File: config.mk
export PLATFORM = sky130hd
export DESIGN_NAME = md_sequencer
export DESIGN_NICKNAME = d
export VERILOG_FILES = /design/src/rtl/md_sequencer.sv
export SDC_FILE = /design/constraint.sdc
export NUM_CORES = 2
export LEC_CHECK = 0
export ABC_AREA = 1
export BUFFER_PORTS_ARGS = -buffer_cell sky130_fd_sc_hd__buf_2
export CELL_PAD_IN_SITES_DETAIL_PLACEMENT = 1
export CELL_PAD_IN_SITES_GLOBAL_PLACEMENT = 2
export CORE_MARGIN = 8
export CORE_UTILIZATION = 42
export CTS_BUF_LIST = sky130_fd_sc_hd__clkbuf_4 sky130_fd_sc_hd__clkbuf_8
export CTS_CLUSTER_SIZE = 14
export DETAILED_ROUTE_END_ITERATION = 16
export PLACE_DENSITY_LB_ADDON = 0.1
export SLEW_MARGIN = 20
export SYNTH_ARGS = -nofsm -noshare
export SYNTH_HDL_FRONTEND = slang
export SYNTH_SLANG_ARGS = --single-unit
File: constraint.sdc
create_clock -name clk -period 2 [get_ports clk]
set_input_delay 0.3 -clock clk [delete_from_list [all_inputs] [get_ports clk]]
set_output_delay 0.3 -clock clk [all_outputs]
set_load 0.02 [all_outputs]
File: src/rtl/md_sequencer.sv
// ---------------------------------------------------------------------------
// md_sequencer
//   Multiply/divide sequencer for the Execute stage. Computes the result of a
//   mult/multu/div/divu when the operation is issued, holds it in pendHi/
//   pendLo while a down-counter models the unit latency, then commits it to
//   the architectural HI/LO registers. mthi/mtlo write HI/LO in one edge.
//
//   Handshake: start is a one-cycle issue strobe qualified only by the unit
//   being idle. While busy, start is dropped entirely (including mthi/mtlo);
//   the hazard unit must hold any D-stage user of the unit via stall_md, so no
//   issue is ever lost.
//
//   Configuration macro: MDU_DIV_EN
//     defined   -> div/divu supported (DIV_CYCLES latency)
//     undefined -> divider not built; div/divu act as reserved no-ops
//
// Parameters:
//   MULT_CYCLES  busy cycles for mult/multu (>= 1)
//   DIV_CYCLES   busy cycles for div/divu   (>= 1)
//
// Ports:
//   clk       in   rising-edge clock
//   reset     in   asynchronous active-low reset, clears all state
//   start     in   E-stage instruction is a valid unit operation
//   mdop      in   0 mult, 1 multu, 2 div, 3 divu, 4 mthi, 5 mtlo, 6-7 no-op
//   srcA      in   forwarded rs operand
//   srcB      in   forwarded rt operand
//   md_use_D  in   D-stage instruction uses the unit
//   busy      out  operation in flight
//   stall_md  out  stall request to the hazard unit
//   hi, lo    out  HI/LO registers
//   mdState   out  FSM state (debug)
// ---------------------------------------------------------------------------
module md_sequencer #(
    parameter int MULT_CYCLES = 5,
    parameter int DIV_CYCLES  = 10
) (
    input  logic        clk,
    input  logic        reset,
    input  logic        start,
    input  logic [2:0]  mdop,
    input  logic [31:0] srcA,
    input  logic [31:0] srcB,
    input  logic        md_use_D,
    output logic        busy,
    output logic        stall_md,
    output logic [31:0] hi,
    output logic [31:0] lo,
    output logic [0:0]  mdState
);

    localparam logic [0:0] IDLE = 1'b0;
    localparam logic [0:0] RUN  = 1'b1;

    localparam int MAX_CYC = (MULT_CYCLES > DIV_CYCLES) ? MULT_CYCLES : DIV_CYCLES;
    localparam int CNT_W   = ($clog2(MAX_CYC + 1) < 4) ? 4 : $clog2(MAX_CYC + 1);

    localparam logic [2:0] OP_MULT  = 3'd0;
    localparam logic [2:0] OP_MULTU = 3'd1;
    localparam logic [2:0] OP_DIV   = 3'd2;
    localparam logic [2:0] OP_DIVU  = 3'd3;
    localparam logic [2:0] OP_MTHI  = 3'd4;
    localparam logic [2:0] OP_MTLO  = 3'd5;

    logic [0:0]       state;
    logic [CNT_W-1:0] cnt;
    logic [31:0]      pendHi;
    logic [31:0]      pendLo;

    logic             isMult;
    logic             isDiv;
    logic             isLong;
    logic [63:0]      prod;
    logic [31:0]      resHi;
    logic [31:0]      resLo;

    assign isMult = (mdop == OP_MULT) || (mdop == OP_MULTU);
`ifdef MDU_DIV_EN
    assign isDiv  = (mdop == OP_DIV) || (mdop == OP_DIVU);
`else
    assign isDiv  = 1'b0;
`endif
    assign isLong = isMult || isDiv;

    assign busy     = (state == RUN);
    assign mdState  = state;
    // Stall covers both an operation already running and one issuing now,
    // so a D-stage mfhi/mflo never reads a stale HI/LO.
    assign stall_md = md_use_D & (busy | (start & isLong));

    // Low 64 bits of the product of the 64-bit extended operands give the
    // signed or unsigned product depending on how the operands are extended.
    always_comb begin
        logic [63:0] aExt;
        logic [63:0] bExt;
        aExt = '0;
        bExt = '0;
        if (mdop == OP_MULT) begin
            aExt = {{32{srcA[31]}}, srcA};
            bExt = {{32{srcB[31]}}, srcB};
        end else begin
            aExt = {32'd0, srcA};
            bExt = {32'd0, srcB};
        end
        prod = aExt * bExt;
    end

`ifdef MDU_DIV_EN
    logic [31:0] quot;
    logic [31:0] rem;

    // Divide-by-zero and the single signed overflow case are resolved
    // explicitly so the result never depends on the simulator or the
    // synthesised divider's behaviour for those operands.
    always_comb begin
        quot = '0;
        rem  = '0;
        if (srcB == 32'd0) begin
            quot = 32'hFFFF_FFFF;
            rem  = srcA;
        end else if (mdop == OP_DIV) begin
            if ((srcA == 32'h8000_0000) && (srcB == 32'hFFFF_FFFF)) begin
                quot = 32'h8000_0000;
                rem  = 32'd0;
            end else begin
                // Truncating division: remainder sign follows the dividend.
                quot = $signed(srcA) / $signed(srcB);
                rem  = $signed(srcA) % $signed(srcB);
            end
        end else begin
            quot = srcA / srcB;
            rem  = srcA % srcB;
        end
    end
`endif

    always_comb begin
        resHi = prod[63:32];
        resLo = prod[31:0];
`ifdef MDU_DIV_EN
        if (isDiv) begin
            resHi = rem;
            resLo = quot;
        end
`endif
    end

    always_ff @(posedge clk or negedge reset) begin
        if (!reset) begin
            state  <= IDLE;
            cnt    <= '0;
            hi     <= '0;
            lo     <= '0;
            pendHi <= '0;
            pendLo <= '0;
        end else begin
            case (state)
                IDLE: begin
                    if (start) begin
                        if (isLong) begin
                            pendHi <= resHi;
                            pendLo <= resLo;
                            cnt    <= isDiv ? CNT_W'(DIV_CYCLES) : CNT_W'(MULT_CYCLES);
                            state  <= RUN;
                        end else if (mdop == OP_MTHI) begin
                            hi <= srcA;
                        end else if (mdop == OP_MTLO) begin
                            lo <= srcA;
                        end
                    end
                end
                RUN: begin
                    cnt <= cnt - 1'b1;
                    // cnt == 0 cannot occur in RUN; treated as a final cycle
                    // so the FSM can never get stuck.
                    if (cnt <= CNT_W'(1)) begin
                        hi    <= pendHi;
                        lo    <= pendLo;
                        cnt   <= '0;
                        state <= IDLE;
                    end
                end
                default: begin
                    state <= IDLE;
                    cnt   <= '0;
                end
            endcase
        end
    end

endmodule
Word-level counts from Yosys, hierarchy flattened:

Cells that the tools add are included.
Widths: inputs -> output; s select.

* add/sub/neg operators: 1
* $mul: 1
* div/mod/pow operators: 0
* magnitude comparators: 1
* eq/ne operators: 10
* shifts and indexed selects: 0
* mux-type cells: 21
* bitwise operators: 4
* reductions and logical operators: 6

Operator list (count)
* $mux 32: 9
* $mux 64: 2
* $pmux 32 s2: 2
* $mul 64x64->64: 1
* $mux 4: 3
* $ne 2x2->1 const B: 6
* $pmux 4 s2: 1
* $eq 3x3->1 const B: 2
* $reduce_and 5->1: 1
* $le 4x1->1 const B: 1
* $reduce_and 4->1: 1
* $sub 4x1->4 const B: 1
* $eq 3x1->1 const B: 1
* $logic_not 3->1: 1
* $mux 1: 3
* $reduce_and 3->1: 1
* $and 1x1->1: 2
* $ne 2x1->1 const B: 1
* $pmux 1 s2: 1
* $reduce_and 2->1: 1
* $logic_or 1x1->1: 1
* $not 1->1: 1
* $or 1x1->1: 1

* flip-flop bits (word level): 133
* latch bits: 0
* RAM bits: 0
* bits in read-only memories: 0
* input port bits: 71
* word-level logic and storage cells: 50
* memories kept: 0

Depth between registers and ports, before layout:

* word-level depth: 6
* mapped depth: 42
* mapped depth without buffers: 42

Worst setup path before layout:

OpenSTA, ideal clock, no wires.

* kind: input to register
* start point: input port mdop[0]
* end point: register pendHi[31]
* data arrival time: 8.732 ns
* data required time: 1.882 ns
* slack: -6.850 ns
* cell stages on the path: 35
* path buffers: 2
* cells stage by stage: inv_1 -> nand2_4 -> buf_1 -> clkbuf_1 -> nor2_1 -> fa_1 -> inv_1 -> fa_1 -> inv_1 -> fa_1 -> inv_1 -> fa_1 -> inv_1 -> fa_1 -> fa_1 -> fa_1 -> inv_1 -> fa_1 -> inv_1 -> fa_1 -> inv_1 -> fa_1 -> inv_1 -> ha_1 -> nand2_1 -> nor3_1 -> nand2_1 -> nor2_1 -> inv_1 -> nor3_1 -> nand2_1 -> nand2_1 -> nand3_1 -> nand3_1 -> nand2_1

* word-level cells in the longest chain between the ends: 3
* elaborated cells between the ends (all ways): 7
* those cells by class: 1 x mul; 1 x eq/ne; 2 x mux; 3 x reduce/logical

Ends and longest elaborated chain
* from (decl): line 41 `input logic [2:0] mdop,`
* $logic_not 3->1 or $eq 3x1->1 (tied branches): line 77, 98
* $mux 64 or $logic_or 1x1->1 (tied branches): line 98, 77
* $mul 64x64->64 or $reduce_and 3->1 (tied branches)
* to (signal assigned): line 161 `pendHi <= resHi;`
* to (decl): line 67 `logic [31:0] pendHi;`

Several ways; a longest one is shown, not always the timed one.
A chain may end at the register's enable or synchronous reset.

Worst setup path after layout:

* start point: input port mdop[2]
* end point: register pendHi[30]

The elaborated chain is that of the path after synthesis.

==> impl_metrics.ini <==
[logic_synthesis]
synth_cells = 6589
yosysWarnings = 0
synth_seq_cells = 133
syn-cell-area_um2 = 55000
synth_top_area_share_pct = 51.6
syn_area_per_cell_um2 = 8.35
synth_cell_types = 50
syn_nets = 8394
yosys.area.top_type = fa_1
ys_seq_area_share_pct = 6.05
yosys-top-cells-area = fa_1, inv_1, nand2_1, ha_1, dfrtp_1

[cts]
htree_levels = 4
cts-buffers-inserted = 17
clk_latency_ns = 0.48
clkSinkCount = 133
cts.path.max_buffers = 2
cts_tree = built
clk_pin_slew_ns = 0.08
root_buffer = clkbuf_8

[setup_path]
cp.arrival_ns = 8.64
r2r_cells = 9
path_class = in -> reg
max_stage_delay_ns = 0.70
reg2reg_from = cnt[0]$_DFFE_PN0P_
critical-path-top-delay-family = adder cells
cpMostUsedCell = fa_1
ff2ff_setup_slack_ns = -0.02
cp_max_fo = 6
crit_buf_inv = 9
end_kind = flop
r2r-end = hi[11]$_DFFE_PN0P_
startpoint_type = input pin
slowest_stage = fa_2
crit_required_ns = 2.35

[placed_design]
place_hpwl_um = 191000
port_buffers = 137
place_congestion = 0.943
place_area_um2 = 65900

[finish]
fill_cells = 15095
area_delta_synth_final_pct = 29.7
multi_input_area_um2 = 46900
final_cell_mix = inv_1, nand2_1, fa_1, buf_4, ha_1
fin_area_um2 = 71300
drive_gt1_share_pct = 27.6
final_nets = 9265
seq_area_um2 = 3330
layout_commonest_cell = inv_1

[outcome]
outcome = finished with violations
violations = negative setup slack

[timing]
setup_ws_ns = -6.29
slew_headroom_pct = 60.4
rsz0062_at_grt = true
final_max_slew_viol_count = 0
max_freq_mhz = 121
finClkSkew_ns = 0.0233
final_hold_viol_count = 0
period_needed_ns = 8.29
finalCritPeriodShare_pct = 414
report.final.setup_viol = 62
tightest_slew_ns = 0.591

[detailed_routing]
wl_um = 220000
drt_iter0_drc = 2657
firstDrtPassIters = 5
vias_per_cell = 5.03
wire_per_inst_um = 23.9
antenna_left = 0
drc_errors = 0
routed-via-count = 46343

[die]
die_w_um = 378
num_rows = 132
io_pins = 138
start_util_pct = 42.4
die_y_um = 378
die_area_um2 = 143000
core_area_um2 = 130000

[grt]
grt_pass1_wl_um = 332000
grt_overflow = 0
antenna_found_initial = 14
grt_util_all_layers_pct = 31.1
first_global_vias = 52716
grt_max_degree = 58

[run]
maxCapViolations = 0

[min_path]
holdPathEnd = cnt[1]$_DFFE_PN0P_
holdPathStages = 4
hold_start = start
min_path_type = in -> reg
==> metal layers <==
layer,vias to the layer above,global-route usage [%],part of all wire (%)
met2,1222,51.1,47
met3,317,2.89,4.9
li1,20155,-,-
met5,-,0,0
met1,24649,43.2,43
met4,0,11.4,4.7
==> per-stage QoR <==
stage                     TNS [ns]  std cells  hold WS [ns]  setup WS [ns]  util [%]
after floorplan            -287.11       6589       0.00441          -5.91         -
after global placement     -360.80       9048         0.321          -7.37      50.8
after detailed placement   -364.56       9048         0.322          -7.40      50.8
after CTS                  -312.86       9167         0.283          -6.34      53.5
after global routing       -326.09       9217         0.340          -6.46      54.9
final                      -315.22       9218         0.316          -6.29      54.9
==> registers in the layout (all words and copies together) (netlist names) <==
signal  flops
hi         32
lo         32
pendHi     32
pendLo     32
cnt         4
busy        1
==> how the worst max path moves through the flow <==
| stage | endpoint | cells past startpoint | slack [ns] | start |
|---|---|---|---|---|
| detailed placement | pendHi[30]$_DFFE_PN0P_ | 33 | -7.40 | srcA[31] |
| CTS | pendHi[30]$_DFFE_PN0P_ | 35 | -6.34 | mdop[1] |
| finish | pendHi[30]$_DFFE_PN0P_ | 32 | -6.29 | mdop[2] |
| floorplan | pendHi[31]$_DFFE_PN0P_ | 33 | -5.91 | mdop[2] |
| global route | pendHi[30]$_DFFE_PN0P_ | 34 | -6.46 | mdop[2] |
| global placement | pendHi[30]$_DFFE_PN0P_ | 33 | -7.37 | srcA[31] |
==> synth_stat cells, drive strengths merged <==
library cell / n
a211oi: 2
a21boi: 4
a21o: 3
a21oi: 93
a31oi: 9
and3: 2
buf: 24
clkbuf: 257
dfrtp: 133
fa: 1419
ha: 315
inv: 2107
nand2: 1485
nand2b: 1
nand3: 145
nand3b: 10
nand4: 24
nor2: 242
nor3: 10
nor4: 3
o211ai: 28
o21a: 67
o21ai: 117
o21bai: 16
o22ai: 2
or2: 29
xnor2: 25
xor2: 17
==> timing repair <==
action | CTS | global route
cloned | 6 | 2
setup endpoints to repair | 84 | 125
pin swaps | 171 | 308
hold buffers | 1 | 0
buffers inserted | 85 | 54
resized for setup | 662 | 431
hold endpoints to repair | 52 | 0
==> tightest hold or removal path: cells and delay by family <==
family                 cells  cell delay [ns]
buffers and inverters      1             0.10
AO/OA/AOI/OAI              1             0.09
AND/OR/NAND/NOR            2             0.25
==> area by class of cell <==
cell class	count	share of cell area, %
multi-input combinational	4068	65.7
timing repair buffer	1133	14.9
inverter	2107	11.2
sequential	133	4.67
tap	1742	3.06
clock buffer	19	0.349
clock inverter	11	0.149
antenna	5	0.0175
==> kinds of logic after synthesis <==
group / count (synthesis) / share of synthesized area, %
buf+inv: 2388 / 16.3
simple gates: 1951 / 14.3
fa+ha+maj: 1734 / 58.8
compound gates: 341 / 3.81
flops: 133 / 6.05
xor+xnor: 42 / 0.682
Power is not shown: default switching activity piles up to over one toggle a cycle in this logic, so the estimate is an artifact.
